<file path="src/rtl/lsu_pkg.sv">
// Shared types and helpers for the LSU memory adapter: funct3 codes, FSM states,
// request legality/alignment and store lane placement.
package lsu_pkg;

  typedef enum logic [2:0] {
    F3_B  = 3'b000,
    F3_H  = 3'b001,
    F3_W  = 3'b010,
    F3_BU = 3'b100,
    F3_HU = 3'b101
  } funct3_e;

  typedef enum logic [1:0] {
    ST_IDLE  = 2'd0,
    ST_ISSUE = 2'd1,
    ST_WAIT  = 2'd2,
    ST_RSP   = 2'd3
  } state_e;

  // Legal funct3 for the direction and naturally aligned address.
  function automatic logic req_ok(input logic we, input logic [2:0] f3, input logic [1:0] a);
    case (f3)
      F3_B:    return 1'b1;
      F3_H:    return !a[0];
      F3_W:    return (a == 2'b00);
      F3_BU:   return !we;
      F3_HU:   return !we && !a[0];
      default: return 1'b0;
    endcase
  endfunction

  function automatic logic [3:0] store_mask(input logic [2:0] f3, input logic [1:0] a);
    case (f3[1:0])
      2'b00:   return 4'b0001 << a;
      2'b01:   return a[1] ? 4'b1100 : 4'b0011;
      default: return 4'b1111;
    endcase
  endfunction

  function automatic logic [31:0] store_data(input logic [2:0] f3, input logic [31:0] wd);
    case (f3[1:0])
      2'b00:   return {4{wd[7:0]}};
      2'b01:   return {2{wd[15:0]}};
      default: return wd;
    endcase
  endfunction

endpackage

</file>
<file path="src/rtl/lsu_mem_adapter_if.sv">
// Request, memory-port and response signals of the LSU adapter.
// slave is the adapter's view; master is the core/memory environment's view.
interface lsu_mem_adapter_if #(parameter int AW = 15);
  logic          t_req_valid;
  logic          t_req_ready;
  logic          t_req_we;
  logic [31:0]   t_req_addr;
  logic [2:0]    t_req_funct3;
  logic [31:0]   t_req_wdata;
  logic [4:0]    t_req_rd;
  logic          i_mem_valid;
  logic          i_mem_we;
  logic [AW-1:0] i_mem_addr;
  logic [31:0]   i_mem_data;
  logic [3:0]    i_mem_mask;
  logic          t_mem_valid;
  logic [31:0]   t_mem_data;
  logic          i_rsp_valid;
  logic          i_rsp_ready;
  logic [31:0]   i_rsp_data;
  logic [4:0]    i_rsp_rd;
  logic          i_rsp_err;

  modport slave (
    input  t_req_valid, t_req_we, t_req_addr, t_req_funct3, t_req_wdata, t_req_rd,
    output t_req_ready,
    output i_mem_valid, i_mem_we, i_mem_addr, i_mem_data, i_mem_mask,
    input  t_mem_valid, t_mem_data,
    output i_rsp_valid, i_rsp_data, i_rsp_rd, i_rsp_err,
    input  i_rsp_ready
  );

  modport master (
    output t_req_valid, t_req_we, t_req_addr, t_req_funct3, t_req_wdata, t_req_rd,
    input  t_req_ready,
    input  i_mem_valid, i_mem_we, i_mem_addr, i_mem_data, i_mem_mask,
    output t_mem_valid, t_mem_data,
    input  i_rsp_valid, i_rsp_data, i_rsp_rd, i_rsp_err,
    output i_rsp_ready
  );
endinterface

</file>
<file path="src/rtl/lsu_load_align.sv">
// Picks the byte/halfword addressed by addr_i out of a memory word and
// sign- or zero-extends it according to the load funct3.
module lsu_load_align
  import lsu_pkg::*;
(
  input  logic [31:0] word_i,
  input  logic [1:0]  addr_i,
  input  logic [2:0]  funct3_i,
  output logic [31:0] data_o
);
  logic [7:0]  byte_sel;
  logic [15:0] half_sel;

  always_comb begin
    byte_sel = 8'h00;
    case (addr_i)
      2'd0: byte_sel = word_i[7:0];
      2'd1: byte_sel = word_i[15:8];
      2'd2: byte_sel = word_i[23:16];
      2'd3: byte_sel = word_i[31:24];
      default: byte_sel = 8'h00;
    endcase
    half_sel = addr_i[1] ? word_i[31:16] : word_i[15:0];
  end

  always_comb begin
    data_o = 32'h0;
    case (funct3_i)
      F3_B:    data_o = {{24{byte_sel[7]}}, byte_sel};
      F3_BU:   data_o = {24'h0, byte_sel};
      F3_H:    data_o = {{16{half_sel[15]}}, half_sel};
      F3_HU:   data_o = {16'h0, half_sel};
      F3_W:    data_o = word_i;
      default: data_o = 32'h0;
    endcase
  end
endmodule

</file>
<file path="src/rtl/lsu_mem_adapter.sv">
// Single-outstanding LSU to SRAM-style memory port adapter: checks the request,
// issues one lane-masked access and returns an extended load result or error.
module lsu_mem_adapter
  import lsu_pkg::*;
#(
  parameter int AW = 15
) (
  input  logic clk,
  input  logic rstf,
  lsu_mem_adapter_if.slave bus
);
  state_e        state_q;
  logic [1:0]    addr_lo_q;
  logic [2:0]    funct3_q;
  logic          we_q;
  logic          mem_valid_q;
  logic          mem_we_q;
  logic [AW-1:0] mem_addr_q;
  logic [31:0]   mem_data_q;
  logic [3:0]    mem_mask_q;
  logic          rsp_valid_q;
  logic [31:0]   rsp_data_q;
  logic [4:0]    rsp_rd_q;
  logic          rsp_err_q;
  logic [31:0]   load_data;
  logic          req_good;
  logic          unused_addr_hi;

  assign unused_addr_hi = ^bus.t_req_addr[31:AW];
  assign req_good = req_ok(bus.t_req_we, bus.t_req_funct3, bus.t_req_addr[1:0]);

  lsu_load_align u_align (
    .word_i   (bus.t_mem_data),
    .addr_i   (addr_lo_q),
    .funct3_i (funct3_q),
    .data_o   (load_data)
  );

  always_ff @(posedge clk or negedge rstf) begin
    if (!rstf) begin
      state_q     <= ST_IDLE;
      addr_lo_q   <= 2'b00;
      funct3_q    <= 3'b000;
      we_q        <= 1'b0;
      mem_valid_q <= 1'b0;
      mem_we_q    <= 1'b0;
      mem_addr_q  <= '0;
      mem_data_q  <= 32'h0;
      mem_mask_q  <= 4'h0;
      rsp_valid_q <= 1'b0;
      rsp_data_q  <= 32'h0;
      rsp_rd_q    <= 5'h0;
      rsp_err_q   <= 1'b0;
    end else begin
      case (state_q)
        ST_IDLE: begin
          if (bus.t_req_valid) begin
            addr_lo_q  <= bus.t_req_addr[1:0];
            funct3_q   <= bus.t_req_funct3;
            we_q       <= bus.t_req_we;
            rsp_rd_q   <= bus.t_req_rd;
            rsp_data_q <= 32'h0;
            rsp_err_q  <= !req_good;
            if (req_good) begin
              state_q     <= ST_ISSUE;
              mem_valid_q <= 1'b1;
              mem_we_q    <= bus.t_req_we;
              mem_addr_q  <= bus.t_req_addr[AW-1:0];
              mem_data_q  <= bus.t_req_we ? store_data(bus.t_req_funct3, bus.t_req_wdata) : 32'h0;
              mem_mask_q  <= bus.t_req_we ? store_mask(bus.t_req_funct3, bus.t_req_addr[1:0]) : 4'h0;
            end else begin
              // rejected requests never touch memory
              state_q     <= ST_RSP;
              rsp_valid_q <= 1'b1;
            end
          end
        end
        ST_ISSUE: begin
          mem_valid_q <= 1'b0;
          mem_we_q    <= 1'b0;
          mem_mask_q  <= 4'h0;
          if (we_q) begin
            state_q     <= ST_RSP;
            rsp_valid_q <= 1'b1;
          end else begin
            state_q <= ST_WAIT;
          end
        end
        ST_WAIT: begin
          if (bus.t_mem_valid) begin
            state_q     <= ST_RSP;
            rsp_valid_q <= 1'b1;
            rsp_data_q  <= load_data;
          end
        end
        ST_RSP: begin
          if (bus.i_rsp_ready) begin
            state_q     <= ST_IDLE;
            rsp_valid_q <= 1'b0;
          end
        end
        default: state_q <= ST_IDLE;
      endcase
    end
  end

  assign bus.t_req_ready = (state_q == ST_IDLE);
  assign bus.i_mem_valid = mem_valid_q;
  assign bus.i_mem_we    = mem_we_q;
  assign bus.i_mem_addr  = mem_addr_q;
  assign bus.i_mem_data  = mem_data_q;
  assign bus.i_mem_mask  = mem_mask_q;
  assign bus.i_rsp_valid = rsp_valid_q;
  assign bus.i_rsp_data  = rsp_data_q;
  assign bus.i_rsp_rd    = rsp_rd_q;
  assign bus.i_rsp_err   = rsp_err_q;
endmodule

</file>
<file path="src/flat_wrapper.sv">
// flat-port wrapper written by rule: the top's interface ports become plain ports
module lsu_mem_adapter_flat import lsu_pkg::*;
#(
  parameter int AW = 15
)
  (clk, rstf, bus_t_req_valid, bus_t_req_we, bus_t_req_addr, bus_t_req_funct3, bus_t_req_wdata, bus_t_req_rd, bus_t_req_ready, bus_i_mem_valid, bus_i_mem_we, bus_i_mem_addr, bus_i_mem_data, bus_i_mem_mask, bus_t_mem_valid, bus_t_mem_data, bus_i_rsp_valid, bus_i_rsp_data, bus_i_rsp_rd, bus_i_rsp_err, bus_i_rsp_ready);
  lsu_mem_adapter_if #(.AW(AW)) bus_i ();
  input  logic clk;
  input  logic rstf;
  input wire logic [$bits(bus_i.t_req_valid)-1:0] bus_t_req_valid;
  input wire logic [$bits(bus_i.t_req_we)-1:0] bus_t_req_we;
  input wire logic [$bits(bus_i.t_req_addr)-1:0] bus_t_req_addr;
  input wire logic [$bits(bus_i.t_req_funct3)-1:0] bus_t_req_funct3;
  input wire logic [$bits(bus_i.t_req_wdata)-1:0] bus_t_req_wdata;
  input wire logic [$bits(bus_i.t_req_rd)-1:0] bus_t_req_rd;
  output wire logic [$bits(bus_i.t_req_ready)-1:0] bus_t_req_ready;
  output wire logic [$bits(bus_i.i_mem_valid)-1:0] bus_i_mem_valid;
  output wire logic [$bits(bus_i.i_mem_we)-1:0] bus_i_mem_we;
  output wire logic [$bits(bus_i.i_mem_addr)-1:0] bus_i_mem_addr;
  output wire logic [$bits(bus_i.i_mem_data)-1:0] bus_i_mem_data;
  output wire logic [$bits(bus_i.i_mem_mask)-1:0] bus_i_mem_mask;
  input wire logic [$bits(bus_i.t_mem_valid)-1:0] bus_t_mem_valid;
  input wire logic [$bits(bus_i.t_mem_data)-1:0] bus_t_mem_data;
  output wire logic [$bits(bus_i.i_rsp_valid)-1:0] bus_i_rsp_valid;
  output wire logic [$bits(bus_i.i_rsp_data)-1:0] bus_i_rsp_data;
  output wire logic [$bits(bus_i.i_rsp_rd)-1:0] bus_i_rsp_rd;
  output wire logic [$bits(bus_i.i_rsp_err)-1:0] bus_i_rsp_err;
  input wire logic [$bits(bus_i.i_rsp_ready)-1:0] bus_i_rsp_ready;
  assign bus_i.t_req_valid = bus_t_req_valid;
  assign bus_i.t_req_we = bus_t_req_we;
  assign bus_i.t_req_addr = bus_t_req_addr;
  assign bus_i.t_req_funct3 = bus_t_req_funct3;
  assign bus_i.t_req_wdata = bus_t_req_wdata;
  assign bus_i.t_req_rd = bus_t_req_rd;
  assign bus_t_req_ready = bus_i.t_req_ready;
  assign bus_i_mem_valid = bus_i.i_mem_valid;
  assign bus_i_mem_we = bus_i.i_mem_we;
  assign bus_i_mem_addr = bus_i.i_mem_addr;
  assign bus_i_mem_data = bus_i.i_mem_data;
  assign bus_i_mem_mask = bus_i.i_mem_mask;
  assign bus_i.t_mem_valid = bus_t_mem_valid;
  assign bus_i.t_mem_data = bus_t_mem_data;
  assign bus_i_rsp_valid = bus_i.i_rsp_valid;
  assign bus_i_rsp_data = bus_i.i_rsp_data;
  assign bus_i_rsp_rd = bus_i.i_rsp_rd;
  assign bus_i_rsp_err = bus_i.i_rsp_err;
  assign bus_i.i_rsp_ready = bus_i_rsp_ready;
  lsu_mem_adapter #(.AW(AW)) u_core (.clk(clk), .rstf(rstf), .bus(bus_i));
endmodule
</file>
<file path="config.mk">
export PLATFORM = sky130hd
export DESIGN_NAME = lsu_mem_adapter_flat
export DESIGN_NICKNAME = d
export VERILOG_FILES = /design/src/rtl/lsu_pkg.sv /design/src/rtl/lsu_mem_adapter_if.sv /design/src/rtl/lsu_load_align.sv /design/src/rtl/lsu_mem_adapter.sv /design/src/flat_wrapper.sv
export SDC_FILE = /design/constraint.sdc
export NUM_CORES = 1
export LEC_CHECK = 0
export BUFFER_PORTS_ARGS = -buffer_cell sky130_fd_sc_hd__buf_2
export CORE_AREA = 8 8 119 121
export CTS_CLUSTER_SIZE = 40
export DETAILED_ROUTE_END_ITERATION = 12
export DIE_AREA = 0 0 127 129
export PLACE_DENSITY_LB_ADDON = 0.08
export SETUP_SLACK_MARGIN = 0.15
export SLEW_MARGIN = 30
export SYNTH_ARGS = -nofsm -noshare
export SYNTH_HDL_FRONTEND = slang
export SYNTH_SLANG_ARGS = --single-unit
export TNS_END_PERCENT = 50
</file>
<file path="constraint.sdc">
create_clock -name clk -period 2.4 [get_ports clk]
set_clock_uncertainty 0.2 [all_clocks]
set_input_delay 0.12 -clock clk [delete_from_list [all_inputs] [get_ports clk]]
set_output_delay 0.12 -clock clk [all_outputs]
set_load 0.05 [all_outputs]
</file>
; After elaboration in Yosys (flattened, before gate mapping)
; Cells that the tools add are included.
[totals]
in_bits = 110
wordCells = 86
regBits = 100
out_inout_bits = 93
[classes]
reduce_logical = 18
shift = 1
n_mux = 33
eq_ne = 21
[ops]
columns = op, n
row1 = one-hot mux 32 bit (5 select lines), 1
row2 = one-hot mux 32 bit (2 select lines), 2
row3 = two-way mux 32 bit, 3
row4 = one-hot mux 8 bit (4 select lines), 1
row5 = two-way mux 16 bit, 1
row6 = two-way mux 4 bit, 4
row7 = one-hot mux 4 bit (2 select lines), 2
row8 = "== test 3 bit, second input constant", 4
row9 = AND reduction 3 bit, 4
row10 = two-way mux 1 bit, 10
row11 = "== test 2 bit, second input constant", 4
row12 = logical NOT 2 bit, 4
row13 = two-way mux 2 bit, 4
row14 = "!= test 2 bit, second input constant", 4
row15 = one-hot mux 2 bit (4 select lines), 1
row16 = "== test 2 x 1 -> 1 bit, second input constant", 3
row17 = "== test 3 x 1 -> 1 bit, second input constant", 2
row18 = "== test 3 x 2 -> 1 bit, second input constant", 2
row19 = logical NOT 3 bit, 2
row20 = one-hot mux 1 bit (5 select lines), 1
row21 = AND reduction 5 bit, 1
row22 = "!= test 2 x 1 -> 1 bit, second input constant", 2
row23 = one-hot mux 1 bit (2 select lines), 2
row24 = one-hot mux 1 bit (4 select lines), 1
row25 = 5 further kinds, 8

; Logic depth before layout (Yosys ltp)
[logic_depth]
ltp_word = 6
mapped_depth = 9
depth_no_buf = 6

; Modules after synthesis
; A second synthesis with hierarchy kept.
[hier_totals]
cells_unflattened = 509
area_unflattened_um2 = 5445.2
[modules_own_cells]
columns = module, seq_area_each_um2, instances, cells_per_inst, area_each_um2
row1 = lsu_mem_adapter, 2502.4, 1, 381, 4379.2
row2 = lsu_load_align, 0.0, 1, 128, 1066.0

; Worst setup path before layout
; No wires, ideal clock.
[synth_timing]
kind = reg2reg
startpoint = register u_core.state_q[0]
endpoint = register u_core.rsp_data_q[16], in the netlist u_core.bus.i_rsp_data[16]
slack_ns = -0.084
period_less_slack_ns = 2.484
path_buffers = 3
setup_ns = 0.126
required_ns = 2.074
path_stages_with_launch = 10
t_arrival_ns = 2.158
path_cell_list = dfrtp_1 inv_1 ha_1 buf_2 nand2b_1 nand3_1 nor2b_1 buf_4 buf_2 a221o_1
[synth_via]
elab_chain_len = 3
word_cells_on_any_way = 7
cone_classes = eq/ne (3) / mux (1) / reduce/logical (3)
[synth_rtl]
columns = item, line_no
row1 = "start, declared", lsu_mem_adapter.sv:12  ; state_e state_q;
row2 = "start signal, assigned", lsu_mem_adapter.sv:41  ; state_q <= ST_IDLE;
row3 = "start signal, assigned", lsu_mem_adapter.sv:65  ; state_q <= ST_ISSUE;
row4 = "start signal, assigned", lsu_mem_adapter.sv:73  ; state_q <= ST_RSP;
row5 = logical NOT 2 bit (*), n/a
row6 = named net bus_t_req_ready, flat_wrapper.sv:16  ; output wire logic [$bits(bus_i.t_req_ready)-1:0] bus_t_req_ready;
row7 = != test 2 bit (no line) / nonzero test 2 bit (equally long branches), n/a
row8 = AND reduction 3 bit (no line), n/a
row9 = "end signal, assigned", lsu_mem_adapter.sv:93  ; rsp_data_q <= load_data;
row10 = "end, declared", lsu_mem_adapter.sv:22  ; logic [31:0] rsp_data_q;
; Mark *: on every way through the listed nets, which the timed path passes. The rest lies on a longest branch.
; A chain may end at the register's enable or synchronous reset.

; Worst setup path after layout
[layout_timing]
startpoint = register u_core.addr_lo_q[1]
endpoint = register u_core.rsp_data_q[6], in the netlist u_core.bus.i_rsp_data[6]
[layout_via]
elab_chain_len = 5
word_cells_on_any_way = 9
cone_classes = eq/ne (3) / mux (5) / reduce/logical (1)
[layout_rtl]
columns = item, line_no
row1 = "start, declared", lsu_mem_adapter.sv:13  ; logic [1:0] addr_lo_q;
row2 = "start signal, assigned", lsu_mem_adapter.sv:58  ; addr_lo_q <= bus.t_req_addr[1:0];
row3 = == test 2 bit (tied with other cells), lsu_load_align.sv:16  ; case (addr_i)
row4 = one-hot mux 8 bit (4 select lines), lsu_load_align.sv:16
row5 = one-hot mux 32 bit (5 select lines) (*), lsu_load_align.sv:28  ; case (funct3_i)
row6 = two-way mux 32 bit (*), lsu_mem_adapter.sv:90  ; if (bus.t_mem_valid) begin
row7 = one-hot mux 32 bit (2 select lines) (*), lsu_mem_adapter.sv:55  ; case (state_q)
; Every way passes the cells marked *; elsewhere a longest branch is shown, timed or not. The select of a mux whose other input is x is not followed.

==> key figures <==
Clock network
  – Clock Latency Late Sink: 340 ps
  – Clk sinks: 100
  – Cell at the root of the clock tree: clkbuf_16
  – Setup Fix Bufs, Post-CTS: 0
  – Clk slew on worst S/H paths: 70 ps
  – H-tree Lvls: 3
  – Total CTS buffers: 9
  – Resize count post-CTS: 0
  – Hold Buf Count CTS: 83
  – CTS max path bufs: 2
  – CTS tree: built

Yosys
  – Net count after synthesis: 578
  – Synth Area in Adders: 0.009881
  – #FFs+latches synth: 100
  – Post-synth ARST share: 1.000
  – Multiplexer share of the synthesized area: 0.1569
  – XOR/XNOR Fraction of Synth Area: 0
  – Post-synth EDFFs: 0
  – Gate Count Post-Synth: 464
  – Post-Syn Area: just over 5000 sq um
  – Ys flop type: dfrtp_1
  – Synth Area in Simple Gates: 0.1084
  – Ys Warns: 0
  – Complex-gate fraction of the synthesized area: 0.1823
  – Mean Syn Cell Area: 10.92 sq um
  – Cell variety after synth: 47
  – Sequential element share of the synthesized area: 0.4941
  – Largest family of logic cells by synthesized area: compound AO/OA/AOI/OAI gates

Die
  – Core ar.: ~12000 sq um
  – Chip Width: around 130 um
  – Starting Density: 0.4114
  – # IOs: about 200
  – Chip height: 129 um
  – Std-Cell Rows: 41
  – Die area: 16380 sq um

Worst setup path
  – Crit-path max FO: 13
  – R2R depth: 4
  – Worst path bufs/invs: 1
  – CP max stage cell: dfrtp_1
  – Worst EP required: 2430 ps
  – CP startpoint kind: flop
  – Critical path depth: 4
  – WS Path Type: reg2reg
  – Critical path, cell by cell: buf_4 > o21ai_1 > a221oi_1 > a22o_1
  – Top delay family on crit path: compound AO/OA/AOI/OAI gates
  – Slowest stage delay, CP: 580 ps
  – Critical Path Sink Type: flop
  – Worst Path Arrival: about 2100 ps

Cells and area
  – Ratio of cells with drive above 1 in the final layout: 0.3782
  – # fillers: between 1000 and 1500
  – Finished layout cell area: 7303 sq um
  – Commonest non-fill, non-tap cells in the layout: 184 x buf_2, 100 x dfrtp_1, 86 x nand2_1
  – Leading cell type in the layout, fill and taps excluded: buf_2
  – Inserted Diodes: 0
  – Fin util: 0.5932
  – Synth-to-Final Area Change: 44.19%
  – Nets: 844

STA
  – Setup WS post-layout: around 300 ps
  – TNS Setup: 0 ps
  – Fin crit period: 2096 ps
  – Hold Vio Cnt, Final: 0
  – Final worst-path cycle share: 0.8732
  – Unrepaired setup endpoints after global routing: no
  – Max transition margin: 0.5366
  – Final setup vio count: 0
  – Final Max Slew Viols: 0
  – Worst-Margin Slew: roughly 690 ps
  – Max Fclk: 477.2 MHz

Global route
  – Vias in the first global route: around 4800
  – Largest net degree at the start of global routing: 41
  – Total grt overflow: 0
  – First-pass GRT wire length: 25.72 mm
  – Initial antenna violation count: 0
  – GRT Total Usage: 0.1956

Route
  – DR WL/cell: 17.64 um
  – Starting DRT DRC Count: 211
  – Final wirelength: 15.61 mm
  – DR DRC count: 0
  – DR vias/cell: 5.206
  – ANT nets after route: 0
  – DR pass1 iterations: 5
  – DR vias: 4607

Min path
  – Hold/Removal Path Class: in2reg
  – Hold depth: 4

Place
  – Gp weighted congestion: 0.7753
  – Pre-CTS setup slack: 276.2 ps
  – Dpl hpwl: 11.18 mm
  – I/O Buffers: 185
  – Placed Area: 6173 sq um

Status
  – Status: finished, final reports clean

Power
  – Pleak: 3.720 nW
  – Total Power: 0.01015 W
  – Power Density: 1389 nW/um^2
  – Max IR drop VDD: 0.6103 mV

Flow run
  – MaxCap Viol Count: 0
logic make-up (layout without fill, tap and decap cells):
kind of cell	after synthesis	after routing
compound gates	124	124
simple gates	120	120
flops	100	100
mux	68	68
buf+inv	48	319
fa+ha+maj	4	4
area by class of cell:
type | count | area [sq um] | share of cell area
sequential | 100 | 2502 | 0.3426
multi-input combinational | 316 | 2344 | 0.3209
timing repair buffer | 288 | 1942 | 0.2659
clock buffer | 12 | 246.5 | 0.03375
tap | 150 | 187.7 | 0.02570
inverter | 15 | 56.30 | 0.007709
clock inverter | 4 | 25.02 | 0.003426
worst paths after layout:
check	slack (ps)	end	startpoint
setup / recovery	300	u_core.bus.i_rsp_data[6]$_DFFE_PN0P_	u_core.addr_lo_q[1]$_DFFE_PN0P_
hold / removal	10	u_core.bus.i_mem_data[10]$_DFFE_PN0P_	bus_t_req_wdata[10]
setup reg to reg	300	u_core.bus.i_rsp_data[6]$_DFFE_PN0P_	u_core.addr_lo_q[1]$_DFFE_PN0P_
hold reg to reg	280	u_core.bus.i_mem_data[25]$_DFFE_PN0P_	u_core.bus.i_mem_data[25]$_DFFE_PN0P_
max in group asynchronous	1320	u_core.bus.i_rsp_data[1]$_DFFE_PN0P_	rstf
min in group asynchronous	80	u_core.bus.i_mem_addr[8]$_DFFE_PN0P_	rstf
per-stage QoR:
stage / cells / hold slack, ps
after floorplan: 464 / -375.6
after global placement: 785 / -98.81
after detailed placement: 785 / -97.01
after CTS: 884 / 4.616
after global routing: 885 / 18.91
final: 885 / 14.41
metal layers:
| metal | wire, um | vias to the layer above | global-route usage |
|---|---|---|---|
| met4 | 333 | 0 | 0.07278 |
| met3 | 1021 | 21 | 0.04923 |
| met1 | 7001 | 2218 | 0.2460 |
| li1 | - | 2206 | - |
| met5 | 0 | - | 0 |
| met2 | 7252 | 162 | 0.3191 |
worst min-delay path: stages:
cell	delay, ps
buf_2	90
mux2_2	130
nand2_1	50
o21ai_1	120
flip-flops by register name (all words and copies together) (netlist names):
register                count
u_core.bus.i_mem_addr      15
u_core.funct3_q             3
u_core.bus.i_mem_mask       4
u_core.state_q              2
u_core.bus.i_mem_we         1
u_core.bus.i_rsp_valid      1
u_core.addr_lo_q            2
u_core.bus.i_mem_data      32
u_core.bus.i_mem_valid      1
u_core.bus.i_rsp_err        1
u_core.bus.i_rsp_data      32
u_core.we_q                 1
u_core.bus.i_rsp_rd         5
synth_stat cells (10+ instances only):
| cell type | number | area [sq um] |
|---|---|---|
| dfrtp_1 | 100 | 2502 |
| clkbuf_1 | 11 | 41.29 |
| o21ai_1 | 41 | 205.2 |
| buf_2 | 10 | 50.05 |
| o21ai_0 | 13 | 65.06 |
| nand2_1 | 86 | 322.8 |
| mux2i_1 | 16 | 160.2 |
| mux2_4 | 13 | 195.2 |
| nor2_1 | 10 | 37.54 |
| mux2_2 | 31 | 349.1 |
| a221o_1 | 29 | 290.3 |
| inv_1 | 15 | 56.30 |
power breakdown:
group          switching (W)  internal, W  leakage [nW]
registers           0.000518      0.00246          1.30
clock network       0.000621     0.000729         0.129
logic                0.00409      0.00172          2.29
total                0.00523      0.00492          3.72
Note: power is estimated with default switching activity, not from simulation.
